**config.mk**
```make
export PLATFORM = sky130hd
export DESIGN_NAME = ct_spsram_2048x32_ctrl_flat
export DESIGN_NICKNAME = d
export VERILOG_FILES = /design/src/rtl/ct_spsram_2048x32_ctrl_if.sv /design/src/rtl/ct_spsram_2048x32_ctrl.sv /design/src/flat_wrapper.sv
export SDC_FILE = /design/constraint.sdc
export NUM_CORES = 1
export LEC_CHECK = 0
export ABC_CLOCK_PERIOD_IN_PS = 5720
export CAP_MARGIN = 30
export CORE_MARGIN = 2
export CORE_UTILIZATION = 50
export CTS_CLUSTER_SIZE = 16
export DETAILED_ROUTE_END_ITERATION = 12
export MAX_ROUTING_LAYER = met4
export PLACE_DENSITY = 0.94
export SKIP_LAST_GASP = 1
export SYNTH_ARGS = -nofsm -noshare
export SYNTH_HDL_FRONTEND = slang
export SYNTH_SLANG_ARGS = --single-unit
```
**constraint.sdc**
```tcl
create_clock -name CLK -period 5.72 [get_ports CLK]
set_input_delay 1.144 -clock CLK [delete_from_list [all_inputs] [get_ports CLK]]
set_output_delay 1.144 -clock CLK [all_outputs]
set_load 0.01 [all_outputs]
```
**src/rtl/ct_spsram_2048x32_ctrl_if.sv**
```systemverilog
// Request/response bus between a requester and the 2048x32 SRAM front-end.
// master drives requests and response ready; slave is the controller.
interface ct_spsram_2048x32_ctrl_if;
    localparam int unsigned ADDR_W = 11;
    localparam int unsigned DATA_W = 32;
    localparam int unsigned BE_W   = DATA_W / 8;

    logic              req_vld;
    logic              req_rdy;
    logic              req_wr;
    logic [ADDR_W-1:0] req_addr;
    logic [DATA_W-1:0] req_wdata;
    logic [BE_W-1:0]   req_be;
    logic              rsp_vld;
    logic              rsp_rdy;
    logic [DATA_W-1:0] rsp_data;

    modport master (
        output req_vld, req_wr, req_addr, req_wdata, req_be, rsp_rdy,
        input  req_rdy, rsp_vld, rsp_data
    );

    modport slave (
        input  req_vld, req_wr, req_addr, req_wdata, req_be, rsp_rdy,
        output req_rdy, rsp_vld, rsp_data
    );
endinterface

```
**src/rtl/ct_spsram_2048x32_ctrl.sv**
```systemverilog
// Front-end for the 2048x32 single-port SRAM: request handshake, byte-mask expansion,
// credit-protected read response FIFO. Define CT_SPSRAM_CTRL_INIT_EN for the INIT_DATA fill sweep.
module ct_spsram_2048x32_ctrl #(
    parameter int unsigned RSP_DEPTH = 4,
    parameter logic [31:0] INIT_DATA = 32'h0,
    localparam int unsigned ADDR_W   = 11,
    localparam int unsigned DATA_W   = 32
) (
    input  logic                CLK,
    input  logic                RST,
    ct_spsram_2048x32_ctrl_if.slave bus,
    output logic                init_done,
    output logic [ADDR_W-1:0]   sram_a,
    output logic                sram_cen,
    output logic                sram_gwen,
    output logic [DATA_W-1:0]   sram_wen,
    output logic [DATA_W-1:0]   sram_d,
    input  logic [DATA_W-1:0]   sram_q
);
    localparam int unsigned BE_W  = DATA_W / 8;
    localparam int unsigned PTR_W = $clog2(RSP_DEPTH);
    localparam int unsigned CNT_W = $clog2(RSP_DEPTH + 1);
    localparam int unsigned CRD_W = CNT_W + 1;

    logic              run;
    logic              rd_acc;
    logic              inflight;
    logic              push;
    logic              pop;
    logic              fifo_nempty;
    logic              credit_ok;
    logic [CRD_W-1:0]  credit_used;
    logic [PTR_W-1:0]  wr_ptr;
    logic [PTR_W-1:0]  rd_ptr;
    logic [CNT_W-1:0]  fifo_cnt;
    logic [DATA_W-1:0] rsp_mem [RSP_DEPTH];

`ifdef CT_SPSRAM_CTRL_INIT_EN
    typedef enum logic {ST_INIT, ST_RUN} state_t;

    state_t            state_q;
    state_t            state_d;
    logic [ADDR_W-1:0] init_cnt;

    // State register and fill-sweep address counter
    always_ff @(posedge CLK) begin
        if (RST) begin
            state_q  <= ST_INIT;
            init_cnt <= '0;
        end else begin
            state_q <= state_d;
            if (state_q == ST_INIT) init_cnt <= init_cnt + ADDR_W'(1);
        end
    end
`else
    // Fill word only matters when the sweep is built in
    logic unused_init_data;
    assign unused_init_data = ^INIT_DATA;
`endif

    // Reads need a free FIFO slot counting the one already in the SRAM pipeline
    assign credit_used = CRD_W'(fifo_cnt) + CRD_W'(inflight);
    assign credit_ok   = credit_used < CRD_W'(RSP_DEPTH);

    // Next state, handshake and SRAM pin drive
    always_comb begin
        init_done   = 1'b0;
        bus.req_rdy = 1'b0;
        rd_acc      = 1'b0;
        sram_cen    = 1'b1;
        sram_gwen   = 1'b1;
        sram_wen    = '1;
        sram_a      = '0;
        sram_d      = '0;
`ifdef CT_SPSRAM_CTRL_INIT_EN
        state_d = state_q;
        run     = 1'b0;
        if (!RST) begin
            unique case (state_q)
                ST_INIT: begin
                    sram_cen  = 1'b0;
                    sram_gwen = 1'b0;
                    sram_wen  = '0;
                    sram_a    = init_cnt;
                    sram_d    = INIT_DATA;
                    if (init_cnt == ADDR_W'(2047)) state_d = ST_RUN;
                end
                ST_RUN:  run = 1'b1;
                default: ;
            endcase
        end
`else
        run = !RST;
`endif
        if (run) begin
            init_done   = 1'b1;
            bus.req_rdy = bus.req_wr | credit_ok;
            if (bus.req_vld && (bus.req_wr || credit_ok)) begin
                if (!bus.req_wr) begin
                    rd_acc   = 1'b1;
                    sram_cen = 1'b0;
                    sram_a   = bus.req_addr;
                end else if (bus.req_be != '0) begin
                    // An all-zero byte mask is accepted without touching the array
                    sram_cen  = 1'b0;
                    sram_gwen = 1'b0;
                    sram_a    = bus.req_addr;
                    sram_d    = bus.req_wdata;
                    for (int i = 0; i < BE_W; i++) begin
                        sram_wen[8*i +: 8] = {8{~bus.req_be[i]}};
                    end
                end
            end
        end
    end

    function automatic logic [PTR_W-1:0] ptr_inc(input logic [PTR_W-1:0] p);
        return (p == PTR_W'(RSP_DEPTH - 1)) ? '0 : p + PTR_W'(1);
    endfunction

    assign push        = inflight;
    assign fifo_nempty = (fifo_cnt != '0);
    assign pop         = fifo_nempty & bus.rsp_rdy;

    // Read pipeline flag and FIFO bookkeeping; reset drops any sram_q still in flight
    always_ff @(posedge CLK) begin
        if (RST) begin
            inflight <= 1'b0;
            wr_ptr   <= '0;
            rd_ptr   <= '0;
            fifo_cnt <= '0;
        end else begin
            inflight <= rd_acc;
            if (push) wr_ptr <= ptr_inc(wr_ptr);
            if (pop)  rd_ptr <= ptr_inc(rd_ptr);
            if (push && !pop)      fifo_cnt <= fifo_cnt + CNT_W'(1);
            else if (pop && !push) fifo_cnt <= fifo_cnt - CNT_W'(1);
        end
    end

    // Response storage is not reset; the output is gated while empty
    always_ff @(posedge CLK) begin
        if (push) rsp_mem[wr_ptr] <= sram_q;
    end

    assign bus.rsp_vld  = fifo_nempty;
    assign bus.rsp_data = fifo_nempty ? rsp_mem[rd_ptr] : '0;

    a_no_overflow: assert property (@(posedge CLK) disable iff (RST)
        !(push && !pop && fifo_cnt == CNT_W'(RSP_DEPTH)));

endmodule

```
**src/flat_wrapper.sv**
```systemverilog
// flat-port wrapper written by rule: the top's interface ports become plain ports
module ct_spsram_2048x32_ctrl_flat 
#(
    parameter int unsigned RSP_DEPTH = 4,
    parameter logic [31:0] INIT_DATA = 32'h0,
    localparam int unsigned ADDR_W   = 11,
    localparam int unsigned DATA_W   = 32
)
  (CLK, RST, init_done, sram_a, sram_cen, sram_gwen, sram_wen, sram_d, sram_q, bus_req_vld, bus_req_wr, bus_req_addr, bus_req_wdata, bus_req_be, bus_rsp_rdy, bus_req_rdy, bus_rsp_vld, bus_rsp_data);
  ct_spsram_2048x32_ctrl_if bus_i ();
  input  logic CLK;
  input  logic RST;
  output logic init_done;
  output logic [ADDR_W-1:0] sram_a;
  output logic sram_cen;
  output logic sram_gwen;
  output logic [DATA_W-1:0] sram_wen;
  output logic [DATA_W-1:0] sram_d;
  input  logic [DATA_W-1:0] sram_q;
  input wire logic [$bits(bus_i.req_vld)-1:0] bus_req_vld;
  input wire logic [$bits(bus_i.req_wr)-1:0] bus_req_wr;
  input wire logic [$bits(bus_i.req_addr)-1:0] bus_req_addr;
  input wire logic [$bits(bus_i.req_wdata)-1:0] bus_req_wdata;
  input wire logic [$bits(bus_i.req_be)-1:0] bus_req_be;
  input wire logic [$bits(bus_i.rsp_rdy)-1:0] bus_rsp_rdy;
  output wire logic [$bits(bus_i.req_rdy)-1:0] bus_req_rdy;
  output wire logic [$bits(bus_i.rsp_vld)-1:0] bus_rsp_vld;
  output wire logic [$bits(bus_i.rsp_data)-1:0] bus_rsp_data;
  assign bus_i.req_vld = bus_req_vld;
  assign bus_i.req_wr = bus_req_wr;
  assign bus_i.req_addr = bus_req_addr;
  assign bus_i.req_wdata = bus_req_wdata;
  assign bus_i.req_be = bus_req_be;
  assign bus_i.rsp_rdy = bus_rsp_rdy;
  assign bus_req_rdy = bus_i.req_rdy;
  assign bus_rsp_vld = bus_i.rsp_vld;
  assign bus_rsp_data = bus_i.rsp_data;
  ct_spsram_2048x32_ctrl #(.RSP_DEPTH(RSP_DEPTH), .INIT_DATA(INIT_DATA)) u_core (.CLK(CLK), .RST(RST), .bus(bus_i), .init_done(init_done), .sram_a(sram_a), .sram_cen(sram_cen), .sram_gwen(sram_gwen), .sram_wen(sram_wen), .sram_d(sram_d), .sram_q(sram_q));
endmodule
```
==> key figures, run 1 <==
Run status
  – Status: finished clean

STA
  – Hold Violations, Final: 0
  – Final setup TNS: 0 ns
  – Fin crit period: 4.81 ns
  – Worst setup margin: 0.914 ns
  – Final setup fails: 0
  – Worst Tran Pin Value: 0.923 ns
  – Worst Skew: 0.0128 ns
  – Fmax achieved: 208 MHz
  – Fin crit share: 84.0%
  – Relative slew slack: 38.5%
  – Worst hold slack: 0.499 ns
  – RSZ-0062 raised after global routing: no
  – Slew Viols, Final: 0

Global routing
  – Vias in the first global route: 3,764
  – GR Overflow Total: 0
  – Initial antenna violation count: 0
  – First-pass GRT wire length: 20,500 um
  – GR Util All Layers: 22.6%
  – Pin count of the biggest net entering global routing: 34

CTS
  – Post-CTS Setup Inserts: 0
  – Max Root-Sink Buffers: 2
  – CTS Buf Count: 17
  – H-tree levels: 4
  – Cts repair resizes: 0
  – Post-cts hold buffer count: 0
  – Worst-skew pair later-pin latency: 0.41 ns
  – Root buffer cell: clkbuf_16
  – Worst-path clk slew: 0.05 ns
  – CTS tree: built
  – Clk sinks: 138

Drt
  – Via count: 3,494
  – DR iter-0 viols: 245
  – Routed WL: 13,200 um
  – DRC viols: 0
  – Routed len/inst: 19.6 um
  – Routed Antenna Nets: 0
  – Initial DRT Pass Iterations: 4
  – DR vias/cell: 5.21

Placed design
  – Pre-CTS setup slack: 0.892 ns
  – Placed cell areas: 7760 um^2
  – Dpl cells: 639
  – Post-DP HPWL: 8780 um
  – Number of port buffers: 195
  – Routability cong.: 0.796

Synthesis
  – Distinct cells, synth: 28
  – Synth Cell Area: 5900 um^2
  – Yosys top cell area share: 65.2%
  – Post-synthesis mux area share: 12.7%
  – Post-synthesis adder-cell area fraction: 1.61%
  – Top cells by area, synth: edfxtp_1, mux4_2, and2_1
  – Most numerous cell in the Yosys netlist: edfxtp_1
  – Post-synthesis simple-gate area fraction: 10.2%
  – Syn Nets: 432
  – Cell taking the most area after synthesis: edfxtp_1
  – Largest family of logic cells by synthesized area: multiplexers
  – Syn Area/Cell: 17.3 um^2
  – Yosys reg bits: 138
  – Compound-Gate Fraction of Synth Area: 0.806%
  – Post-synthesis xor/xnor area fraction: 0.297%
  – Yosys warns: 0
  – Gate Count Post-Synth: 341
  – Main synth FF type: edfxtp_1
  – Fraction of registers with async set/reset: 0%
  – Synth cell count leaders: edfxtp_1, and2_1, nor2b_1
  – Number of synthesized flops with an enable pin: 128
  – Register area share after synthesis: 68.6%

Setup path
  – Crit. End Element: primary output
  – Crit path from: RST
  – Startpoint types: primary input
  – R2R depth: 7
  – Worst EP required: 4.58 ns
  – Setup CP Type: primary input to primary output
  – Max FO, Critical Path: 12
  – R2r endpoint: u_core.fifo_cnt[2]
  – Worst R2R Setup Slack: 3.29 ns
  – CP Data Arrival Time: 3.66 ns
  – RR Startpoint: u_core.fifo_cnt[0]

Floorplanning
  – # rows: 39
  – Number of I/O pins: 196
  – Initial core utilization: 51.4%
  – Core ar.: 11,500 um^2
  – Chip Width: 113 um
  – Die Ht: 113 um
  – Die area: 12,700 um^2

Pwr
  – Worst vdd ir: 0.000316 V
  – Leak: 2.85 nW
  – Power Total: 3.25 mW
  – Power Dens Cells: 387 nW/um^2

Layout
  – Layout cells sized above 1: 13.8%
  – Final std cells w/o fill: 671
  – Number of diodes: 0
  – Synth-to-layout area growth: 42.6%
  – Fin nets: 606
  – Design Area, Final: 8410 um^2
  – Utilization after layout: 73.3%

Hold path
  – Hold Crit Start: u_core.rd_ptr[0]
  – Hold crit path type: flip-flop to flip-flop
  – Hold path depth: 2

Job
  – Max Cap Viol: 0
-- worst max-delay path by stage --
stage	cells past startpoint	to	slack [ns]
6_report	5	sram_a[5]	0.91
5_1_grt	5	sram_a[6]	0.71
4_1_cts	5	sram_a[10]	0.88
3_5_place_dp	5	sram_a[10]	0.89
3_3_place_gp	5	sram_a[0]	1.03
2_1_floorplan	4	sram_wen[10]	2.54
-- cell families (layout without fill, tap and decap cells) --
| logic type | after synthesis | count (layout) |
|---|---|---|
| DFF | 138 | 138 |
| and+or+nand+nor | 99 | 99 |
| xor gates and xnor gates | 2 | 2 |
| adders and majority gates | 7 | 7 |
| AOI/OAI and AO/OA | 8 | 8 |
| buffers and inverters | 52 | 239 |
| muxes | 35 | 35 |
-- sequential cells by signal, indices dropped and copies added, names as in the netlist, named ones only --
| signal | flops |
|---|---|
| u_core.inflight | 1 |
| u_core.wr_ptr | 2 |
| u_core.rd_ptr | 2 |
| u_core.fifo_cnt | 3 |
| u_core.rsp_mem | 128 |
-- layout by cell type, fill, tap and decap left out, drive strengths merged, types with 2 or more instances in the layout --
cell / n
a21oi: 4
and2: 47
buf: 3
bufinv: 5
clkbuf: 19
clkdlybuf4s50: 195
clkinv: 4
dfxtp: 10
edfxtp: 128
ha: 6
inv: 12
mux2i: 3
mux4: 32
nand3: 4
nor2: 7
nor2b: 33
or3: 2
xor2: 2
-- per-layer routing --
metal	wire, um	up-vias	track usage [%]
met1	5080	1717	25.5
met3	717	19	5.83
met4	280	0	8.21
met2	7100	160	39.0
li1	-	1598	-
met5	0	-	-
-- power by group --
group | internal, mW | leakage [nW] | switching, mW
Sequential | 1.14 | 1.24 | 0.0610
Combinational | 0.506 | 1.30 | 0.355
Clock | 0.779 | 0.313 | 0.409
-- layout make-up --
| type | instances | area (um^2) |
|---|---|---|
| flip-flops and latches | 138 | 4050 |
| multi-input cells | 151 | 1530 |
| clock buffers | 19 | 433 |
| inverters | 9 | 33.8 |
| repair buffers | 198 | 1970 |
| clock inverters | 13 | 215 |
| well taps | 143 | 179 |
| fillers | 666 | 3060 |
-- worst max-delay path, cell delays in order --
cell	delay, ns
clkdlybuf4s50_1	0.65
or3b_1	0.50
o22ai_1	0.60
and2_1	0.23
clkdlybuf4s50_1	0.54
Power figures use the tool's default switching activity.
==> run 2, diff against run 1 <==
--- a/config.mk
+++ b/config.mk
@@ -5,14 +5,14 @@
 export SDC_FILE = /design/constraint.sdc
 export NUM_CORES = 1
 export LEC_CHECK = 0
-export ABC_CLOCK_PERIOD_IN_PS = 5720
+export ABC_CLOCK_PERIOD_IN_PS = 4970
 export CAP_MARGIN = 30
 export CORE_MARGIN = 2
-export CORE_UTILIZATION = 50
+export CORE_UTILIZATION = 46
 export CTS_CLUSTER_SIZE = 16
 export DETAILED_ROUTE_END_ITERATION = 12
 export MAX_ROUTING_LAYER = met4
-export PLACE_DENSITY = 0.94
+export PLACE_DENSITY = 0.88
 export SKIP_LAST_GASP = 1
 export SYNTH_ARGS = -nofsm -noshare
 export SYNTH_HDL_FRONTEND = slang
==> constraint.sdc (replaced) <==
create_clock -name CLK -period 4.97 [get_ports CLK]
set_input_delay 0.994 -clock CLK [delete_from_list [all_inputs] [get_ports CLK]]
set_output_delay 0.994 -clock CLK [all_outputs]
set_load 0.01 [all_outputs]
==> key figures, run 2 (synthesis results as in run 1) <==
Run status
  – Status: finished clean

Layout
  – Fin nets: 607
  – Most frequent cells in the layout: clkdlybuf4s50_1, edfxtp_1, and2_1
  – Synth-to-layout area growth: 42.6%
  – Largest register FFs: 128
  – Layout cells sized above 1: 13.3%
  – Number of diodes: 0
  – Fillers: 845
  – Most flops, register: u_core.rsp_mem
  – Final std cells w/o fill: 700
  – Design Area, Final: 8410 um^2
  – Utilization after layout: 66.9%
  – Commonest non-fill, non-tap cell in the layout: clkdlybuf4s50_1
  – Top Registers: u_core.rsp_mem: 128 flops, u_core.fifo_cnt: 3 flops

Floorplanning
  – # rows: 41
  – Chip Width: 117 um
  – Number of I/O pins: 196
  – Initial core utilization: 46.9%
  – Die Ht: 117 um
  – Die area: 13,700 um^2
  – Core ar.: 12,600 um^2

Placed design
  – Placed cell areas: 7800 um^2
  – Routability cong.: 0.808
  – Number of port buffers: 195
  – Dpl cells: 669
  – Post-DP HPWL: 8640 um

STA
  – Final setup TNS: 0 ns
  – Fin crit share: 81.9%
  – Worst Skew: 0.00749 ns
  – Fmax achieved: 246 MHz
  – Worst Tran Pin Value: 0.917 ns
  – Fin crit period: 4.07 ns
  – Hold Violations, Final: 0
  – Relative slew slack: 38.9%
  – Slew Viols, Final: 0
  – Final setup fails: 0
  – RSZ-0062 raised after global routing: no
  – Worst hold slack: 0.515 ns

CTS
  – Worst-skew pair later-pin latency: 0.40 ns
  – CTS tree: built
  – Post-cts hold buffer count: 0
  – Clk sinks: 138
  – Cts repair resizes: 0
  – H-tree levels: 4
  – Worst-path clk slew: 0.05 ns
  – Root buffer cell: clkbuf_16
  – Max Root-Sink Buffers: 2
  – Post-CTS Setup Inserts: 0
  – CTS Buf Count: 17

Pwr
  – Power Dens Cells: 432 nW/um^2
  – Worst vdd ir: 0.000229 V
  – Leak: 2.82 nW

Setup path
  – Worst path most repeated cell: clkdlybuf4s50_1
  – Cell family with most CP delay: buffers and inverters
  – CP max stage cell: clkdlybuf4s50_1
  – RR Startpoint: u_core.fifo_cnt[0]
  – Worst EP required: 3.98 ns
  – R2R depth: 7
  – CP cell instances: clkdlybuf4s50_1 > or3b_1 > o22ai_1 > buf_4 > and2_1 > clkdlybuf4s50_1
  – CP Data Arrival Time: 3.08 ns
  – Startpoint types: primary input
  – Max FO, Critical Path: 12
  – R2r endpoint: u_core.fifo_cnt[2]
  – Max incr delay on CP: 0.61 ns
  – Crit. End Element: primary output
  – Worst R2R Setup Slack: 2.50 ns
  – Setup CP Type: primary input to primary output
  – Buf/Inv on CP: 3

Global routing
  – GR Util All Layers: 19.8%
  – Initial antenna violation count: 0
  – First-pass GRT wire length: 19,000 um
  – Vias in the first global route: 3,672
  – Pin count of the biggest net entering global routing: 34
  – GR Overflow Total: 0

Drt
  – Routed WL: 12,600 um
  – DR vias/cell: 4.89
  – Routed Antenna Nets: 0
  – Routed len/inst: 18.1 um
  – Initial DRT Pass Iterations: 4
  – Via count: 3,426
  – DR iter-0 viols: 134
  – DRC viols: 0

Hold path
  – Hold path depth: 2
  – Hold crit path type: flip-flop to flip-flop
  – Hold Crit Start: u_core.rd_ptr[0]

Job
  – Max Cap Viol: 0
[run 2: cell types whose count changed in the layout (fill, tap and decap cells not counted), sizes merged]
cell / change
bufinv: -1
inv: -2
buf: +1
clkinv: +1
clkbuf: -2
clkinvlp: +3
[run 2: worst max path at each step]
stage          cells after the start  startpoint      endpoint
2_1_floorplan                      4         RST  sram_wen[10]
3_3_place_gp                       6         RST     sram_a[0]
3_5_place_dp                       6         RST     sram_a[1]
4_1_cts                            6         RST     sram_a[1]
5_1_grt                            6         RST     sram_a[6]
6_report                           6         RST     sram_a[1]
[run 2: area by class of cell]
class	count	area (um^2)	share of cell area [%]
flip-flops and latches	138	4050	48.1
clock inverters	14	178	2.11
inverters	9	33.8	0.402
well taps	172	215	2.56
clock buffers	17	425	5.06
multi-input cells	151	1530	18.1
repair buffers	199	1980	23.6
[run 2: metrics by stage]
stage | power (mW) | setup slack (ns)
after detailed placement | 2.41 | 0.863
after floorplan | 1.93 | 2.09
after global routing | 3.80 | 0.791
final | 3.63 | 0.898
after CTS | 3.68 | 0.877
after global placement | 2.39 | 0.956
[run 2: metal layers]
metal	vias to the layer above	track usage [%]	part of all wire (%)
met3	13	5.20	5.0
met1	1670	21.6	38
met4	0	6.27	1.1
met2	141	35.4	55
li1	1602	-	-
met5	-	-	0
[run 2: worst register-to-register path, delay by kind of cell (launching register included)]
family	cells	cell delay [ns]
compound gates	2	0.76
xor+xnor	1	0.16
fa+ha+maj	2	0.71
buf+inv	1	0.07
flops	1	0.38
simple gates	1	0.30
[run 2: power breakdown]
part	internal, mW	switching (mW)
clock	0.828	0.434
combinational	0.583	0.382
sequential	1.32	0.0895
total	2.73	0.905
